<file path="src/rtl/mem_1.sv">
// MEM1 pipeline stage: passes ALU results through in one cycle and runs loads/stores
// against a handshaked data memory with a bounded wait. Optional: MEM1_ALIGN_CHECK_EN.
module mem_1 #(
  parameter int TIMEOUT_CYCLES = 16
) (
  input  logic        clock,
  input  logic        reset,
  input  logic        m0_m1_oper,
  input  logic        m0_m1_readmem,
  input  logic        m0_m1_writemem,
  input  logic [31:0] m0_m1_data_addr,
  input  logic [31:0] m0_m1_regb,
  input  logic [4:0]  m0_m1_regdest,
  input  logic        m0_m1_writereg,
  output logic        m1_stall,
  output logic        dmem_req,
  output logic        dmem_we,
  output logic [31:0] dmem_addr,
  output logic [31:0] dmem_wdata,
  input  logic        dmem_ack,
  input  logic [31:0] dmem_rdata,
  output logic        m1_wb_oper,
  output logic        m1_wb_memtoreg,
  output logic [31:0] m1_wb_memdata,
  output logic [31:0] m1_wb_aluout,
  output logic [4:0]  m1_wb_regdest,
  output logic        m1_wb_writereg,
  output logic        m1_err
);

  typedef enum logic {
    IDLE   = 1'b0,
    ACCESS = 1'b1
  } state_t;

  localparam logic [7:0] LAST_CYCLE = 8'(TIMEOUT_CYCLES - 1);

  state_t      state_reg, state_next;
  logic [7:0]  cnt_reg, cnt_next;

  logic        acc_we_reg, acc_we_next;
  logic        acc_rd_reg, acc_rd_next;
  logic [31:0] acc_addr_reg, acc_addr_next;
  logic [31:0] acc_wdata_reg, acc_wdata_next;
  logic [4:0]  acc_regdest_reg, acc_regdest_next;
  logic        acc_writereg_reg, acc_writereg_next;

  logic        wb_oper_reg, wb_oper_next;
  logic        wb_memtoreg_reg, wb_memtoreg_next;
  logic [31:0] wb_memdata_reg, wb_memdata_next;
  logic [31:0] wb_aluout_reg, wb_aluout_next;
  logic [4:0]  wb_regdest_reg, wb_regdest_next;
  logic        wb_writereg_reg, wb_writereg_next;
  logic        err_reg, err_next;

  logic        mem_op;
  logic        align_fault;
  logic        timeout_hit;

  assign mem_op      = m0_m1_oper & (m0_m1_readmem | m0_m1_writemem);
  assign timeout_hit = (cnt_reg == LAST_CYCLE);

`ifdef MEM1_ALIGN_CHECK_EN
  assign align_fault = (m0_m1_data_addr[1:0] != 2'b00);
`else
  assign align_fault = 1'b0;
`endif

  // State and datapath registers
  always_ff @(posedge clock) begin
    if (reset) begin
      state_reg        <= IDLE;
      cnt_reg          <= 8'd0;
      acc_we_reg       <= 1'b0;
      acc_rd_reg       <= 1'b0;
      acc_addr_reg     <= 32'd0;
      acc_wdata_reg    <= 32'd0;
      acc_regdest_reg  <= 5'd0;
      acc_writereg_reg <= 1'b0;
      wb_oper_reg      <= 1'b0;
      wb_memtoreg_reg  <= 1'b0;
      wb_memdata_reg   <= 32'd0;
      wb_aluout_reg    <= 32'd0;
      wb_regdest_reg   <= 5'd0;
      wb_writereg_reg  <= 1'b0;
      err_reg          <= 1'b0;
    end else begin
      state_reg        <= state_next;
      cnt_reg          <= cnt_next;
      acc_we_reg       <= acc_we_next;
      acc_rd_reg       <= acc_rd_next;
      acc_addr_reg     <= acc_addr_next;
      acc_wdata_reg    <= acc_wdata_next;
      acc_regdest_reg  <= acc_regdest_next;
      acc_writereg_reg <= acc_writereg_next;
      wb_oper_reg      <= wb_oper_next;
      wb_memtoreg_reg  <= wb_memtoreg_next;
      wb_memdata_reg   <= wb_memdata_next;
      wb_aluout_reg    <= wb_aluout_next;
      wb_regdest_reg   <= wb_regdest_next;
      wb_writereg_reg  <= wb_writereg_next;
      err_reg          <= err_next;
    end
  end

  // Next-state logic; the cycle counter restarts on every ACCESS entry
  always_comb begin
    state_next = state_reg;
    cnt_next   = cnt_reg;
    case (state_reg)
      IDLE: begin
        cnt_next = 8'd0;
        if (mem_op && !align_fault) begin
          state_next = ACCESS;
        end
      end
      ACCESS: begin
        if (dmem_ack || timeout_hit) begin
          state_next = IDLE;
          cnt_next   = 8'd0;
        end else begin
          cnt_next = cnt_reg + 8'd1;
        end
      end
      default: begin
        state_next = IDLE;
        cnt_next   = 8'd0;
      end
    endcase
  end

  // Output logic: writeback slot defaults to a bubble
  always_comb begin
    acc_we_next       = acc_we_reg;
    acc_rd_next       = acc_rd_reg;
    acc_addr_next     = acc_addr_reg;
    acc_wdata_next    = acc_wdata_reg;
    acc_regdest_next  = acc_regdest_reg;
    acc_writereg_next = acc_writereg_reg;
    wb_oper_next      = 1'b0;
    wb_memtoreg_next  = 1'b0;
    wb_memdata_next   = 32'd0;
    wb_aluout_next    = 32'd0;
    wb_regdest_next   = 5'd0;
    wb_writereg_next  = 1'b0;
    err_next          = 1'b0;
    case (state_reg)
      IDLE: begin
        if (m0_m1_oper) begin
          if (!mem_op) begin
            wb_oper_next     = 1'b1;
            wb_aluout_next   = m0_m1_data_addr;
            wb_regdest_next  = m0_m1_regdest;
            wb_writereg_next = m0_m1_writereg;
          end else if (align_fault) begin
            wb_oper_next    = 1'b1;
            wb_aluout_next  = m0_m1_data_addr;
            wb_regdest_next = m0_m1_regdest;
            err_next        = 1'b1;
          end else begin
            // A slot flagged as both load and store is executed as a store
            acc_we_next       = m0_m1_writemem;
            acc_rd_next       = m0_m1_readmem & ~m0_m1_writemem;
            acc_addr_next     = m0_m1_data_addr;
            acc_wdata_next    = m0_m1_regb;
            acc_regdest_next  = m0_m1_regdest;
            acc_writereg_next = m0_m1_writereg;
          end
        end
      end
      ACCESS: begin
        if (dmem_ack) begin
          wb_oper_next     = 1'b1;
          wb_memtoreg_next = acc_rd_reg;
          wb_memdata_next  = acc_rd_reg ? dmem_rdata : 32'd0;
          wb_aluout_next   = acc_addr_reg;
          wb_regdest_next  = acc_regdest_reg;
          wb_writereg_next = acc_rd_reg & acc_writereg_reg;
        end else if (timeout_hit) begin
          wb_oper_next    = 1'b1;
          wb_aluout_next  = acc_addr_reg;
          wb_regdest_next = acc_regdest_reg;
          err_next        = 1'b1;
        end
      end
      default: begin
        wb_oper_next = 1'b0;
      end
    endcase
  end

  assign m1_stall   = (state_reg == ACCESS);
  assign dmem_req   = (state_reg == ACCESS);
  assign dmem_we    = (state_reg == ACCESS) & acc_we_reg;
  assign dmem_addr  = {acc_addr_reg[31:2], 2'b00};
  assign dmem_wdata = acc_wdata_reg;

  assign m1_wb_oper     = wb_oper_reg;
  assign m1_wb_memtoreg = wb_memtoreg_reg;
  assign m1_wb_memdata  = wb_memdata_reg;
  assign m1_wb_aluout   = wb_aluout_reg;
  assign m1_wb_regdest  = wb_regdest_reg;
  assign m1_wb_writereg = wb_writereg_reg;
  assign m1_err         = err_reg;

endmodule
</file>
<file path="config.mk">
export PLATFORM = sky130hd
export DESIGN_NAME = mem_1
export DESIGN_NICKNAME = d
export VERILOG_FILES = /design/src/rtl/mem_1.sv
export SDC_FILE = /design/constraint.sdc
export NUM_CORES = 1
export LEC_CHECK = 0
export CORE_ASPECT_RATIO = 0.9
export CORE_MARGIN = 1
export CORE_UTILIZATION = 25
export CTS_CLUSTER_SIZE = 28
export DETAILED_ROUTE_END_ITERATION = 8
export PLACE_DENSITY = 0.61
export SYNTH_ARGS = -nofsm -noshare
export SYNTH_HDL_FRONTEND = slang
export SYNTH_SLANG_ARGS = --single-unit
</file>
<file path="constraint.sdc">
create_clock -name clock -period 3.56 [get_ports clock]
set_clock_uncertainty 0.1 [all_clocks]
set_input_delay 0.534 -clock clock [delete_from_list [all_inputs] [get_ports clock]]
set_output_delay 0.534 -clock clock [all_outputs]
set_load 0.03 [all_outputs]
</file>
==> out/summary.md <==
### Power and ir drop
* part of the power in the clock network: 42.7%
* power per cell area: 483 nW/µm²
* relative contribution of combinational cells to total power: 13.3%
* internal power component: 3.03 mW
* VDD IR max: 218 µV
* Switching Power: 1.11 mW
* share of power burned in registers: 43.9%
* static power due to leakage: 3.12 nW
* fraction of power spent switching nets: 26.8%
* post-layout total power: 4.14 mW

### Final layout
* final cell utilization of the core: 39.4%
* sequential cell area: 3080 µm²
* Area growth syn-to-layout: 53.4%
* post-route cell area: 8570 µm²
* fin cells: 1066
* net count reported at finish: 871
* Antenna Cells: 0
* area taken by multi-input logic gates: 2000 µm²
* layout filler cell count: 2161
* most common cell after layout, fill and taps aside: sky130_fd_sc_hd__clkdlybuf4s50_1
* fraction of final layout cells sized beyond drive strength 1: 9.42%
* commonest cells after routing, fill and taps aside: sky130_fd_sc_hd__clkdlybuf4s50_1, sky130_fd_sc_hd__dfxtp_1, sky130_fd_sc_hd__a21oi_1, sky130_fd_sc_hd__o21ai_0, sky130_fd_sc_hd__nand3_1

### Clock tree
* Inserted Clock Buffers: 17
* number of hold-repair buffers added at the cts stage: 0
* clock latency of the later-clocked register in the worst-skew pair: 420 ps
* clock tree from TritonCTS: done
* H-tree levels: 4
* root buffer cell: sky130_fd_sc_hd__clkbuf_16
* Post-CTS Resized: 0
* clock-pin slew on the worst setup and hold paths: 60 ps
* Num Clock Sinks: 154
* maximum clock path buffer count: 2
* total setup buffers inserted after CTS: 0

### Place
* pre-CTS WS: 1030 ps
* area after detailed placement: 8000 µm²
* HPWL after detailed placement: 11.3 mm
* GP Congestion: 0.734
* number of buffers added on ports: 245
* Inst Count DP: 1034

### STA
* worst hold margin: 370 ps
* number of endpoints failing setup at the final stage: 0
* final worst setup slack: 1180 ps
* tightest slew margin relative to the limit: 34.6%
* Max Slew Vio Count: 0
* Final Cycle Share: 66.7%
* number of hold violations in the final report: 0
* unrepaired setup endpoints after global routing: no
* Total Negative Setup Slacks: 0 ps
* transition time of the tightest slew-check pin: 981 ps
* clock period minus final worst setup slack: 2380 ps
* achievable frequency: 421 MHz

### Route
* average routed wire per standard cell: 16.2 µm
* drc violations: 0
* via count: 4889
* number of DRC violations after detailed-routing iteration 0: 331
* post-route antenna net violation count: 0
* number of iterations in the first detailed-routing pass: 5
* detailed-route vias per instance: 4.59
* total routed wirelength: 17.3 mm

### Setup path
* arrival time at the worst endpoint: 1740 ps
* reg2reg path depth: 3
* largest fanout of any net on the critical path: 7
* worst setup path category: reg -> out
* crit end category: output port
* startpoint type of the worst setup path: register
* data required time of the critical path: 2930 ps

### Synthesis
* distinct cell type count of the synthesized netlist: 36
* Netlist Area Pre-Place: 5590 µm²
* Synth Area in XOR/XNOR: 0.157%
* mean area per synthesized cell: 9.74 µm²
* sequential area share after synthesis: 55.1%
* Ys Warns: 0
* largest family of logic cells by synthesized area: compound AO/OA/AOI/OAI gates
* most used flip-flop cell after synthesis: sky130_fd_sc_hd__dfxtp_1
* Synth Area in Simple Gates: 12.9%
* complex-gate fraction of the synthesized area: 21.8%
* mux contribution to synthesized area: 0%
* Post-synth EDFFs: 0
* area share of fa/ha/maj cells after synthesis: 0.224%
* number of instances in the synthesized netlist: 574
* total of flip-flops plus latches after synthesis: 154
* post-synthesis async set-or-reset flop share: 0%

### Global route
* global route overflow: 0
* largest net degree at the start of global routing: 72
* wire length of the first global-routing pass: 26.2 mm
* vias in the first global route: 4623
* combined global-route utilization of all metal layers: 14.7%
* antenna violations before repair: 1

### Floorplanning
* die area: 23000 µm²
* Ports: 248
* floorplan die height: 144 µm
* area of the core: 21800 µm²
* effective utilization at floorplan: 25.7%
* Die X: 160 µm
* FP Rows: 51

### Job
* Max-cap violations: 0

### Worst hold path
* depth of the worst hold-timing path: 1
* Tightest Hold Check Type: reg -> reg

### Outcome
* run status: finished, final reports clean

[synthesized netlist by cell type, types with 4 or more instances]
cell                       instances  area, µm²
sky130_fd_sc_hd__a32o_1           18        180
sky130_fd_sc_hd__nand2_1           4       15.0
sky130_fd_sc_hd__buf_2             7       35.0
sky130_fd_sc_hd__a32o_2           19        214
sky130_fd_sc_hd__dfxtp_1         154       3080
sky130_fd_sc_hd__a21oi_1          76        380
sky130_fd_sc_hd__buf_4            35        263
sky130_fd_sc_hd__clkbuf_1         34        128
sky130_fd_sc_hd__or3_1             4       25.0
sky130_fd_sc_hd__nand3_1          72        360
sky130_fd_sc_hd__and2_1           33        206
sky130_fd_sc_hd__o21ai_0          74        370
sky130_fd_sc_hd__buf_1             9       33.8
sky130_fd_sc_hd__nor2_1            5       18.8
[power by group through the flow]
stage	clock, mW	combinational (mW)	sequential, mW
floorplan	0	0.236	1.92
global placement	0	0.552	1.86
detailed placement	0	0.553	1.86
CTS	1.83	0.556	1.82
global route	1.90	0.587	1.82
finish	1.77	0.552	1.82
[per-layer routing]
| metal | GRT usage (%) | wire length (µm) | vias to the layer above |
|---|---|---|---|
| li1 | - | - | 2391 |
| met1 | 17.7 | 7410 | 2286 |
| met2 | 24.5 | 8340 | 191 |
| met3 | 5.28 | 1320 | 19 |
| met4 | 4.10 | 183 | 2 |
| met5 | 0 | 11 | - |
[critical path, cell delays in order (launching register included)]
cell and delay, ps:
sky130_fd_sc_hd__dfxtp_1 480, sky130_fd_sc_hd__and2_1 170, sky130_fd_sc_hd__clkdlybuf4s50_1 670
[area by class of cell]
class	instances	area share (%)
Clock inverter	14	1.62
Inverter	3	0.131
Tap cell	291	4.25
Multi-Input combinational cell	329	23.3
Sequential cell	154	36.0
Clock buffer	18	5.12
Timing Repair Buffer	257	29.6
[worst paths after layout]
path / from / slack [ps] / endpoint
worst max-delay path: dmem_req / 1180 / dmem_we
worst min-delay path: acc_writereg_reg / 370 / m1_wb_writereg
worst max register to register: dmem_req / 1650 / m1_wb_writereg
worst min register to register: acc_writereg_reg / 370 / m1_wb_writereg
[kinds of logic (layout without fill, tap and decap cells)]
| group | Yosys count | count (layout) |
|---|---|---|
| DFF | 154 | 154 |
| and+or+nand+nor | 129 | 129 |
| adders and majority gates | 1 | 1 |
| other | 1 | 2 |
| buffers and inverters | 92 | 292 |
| AOI/OAI and AO/OA | 196 | 196 |
| xor gates and xnor gates | 1 | 1 |
(Power assumes the default switching activity.)
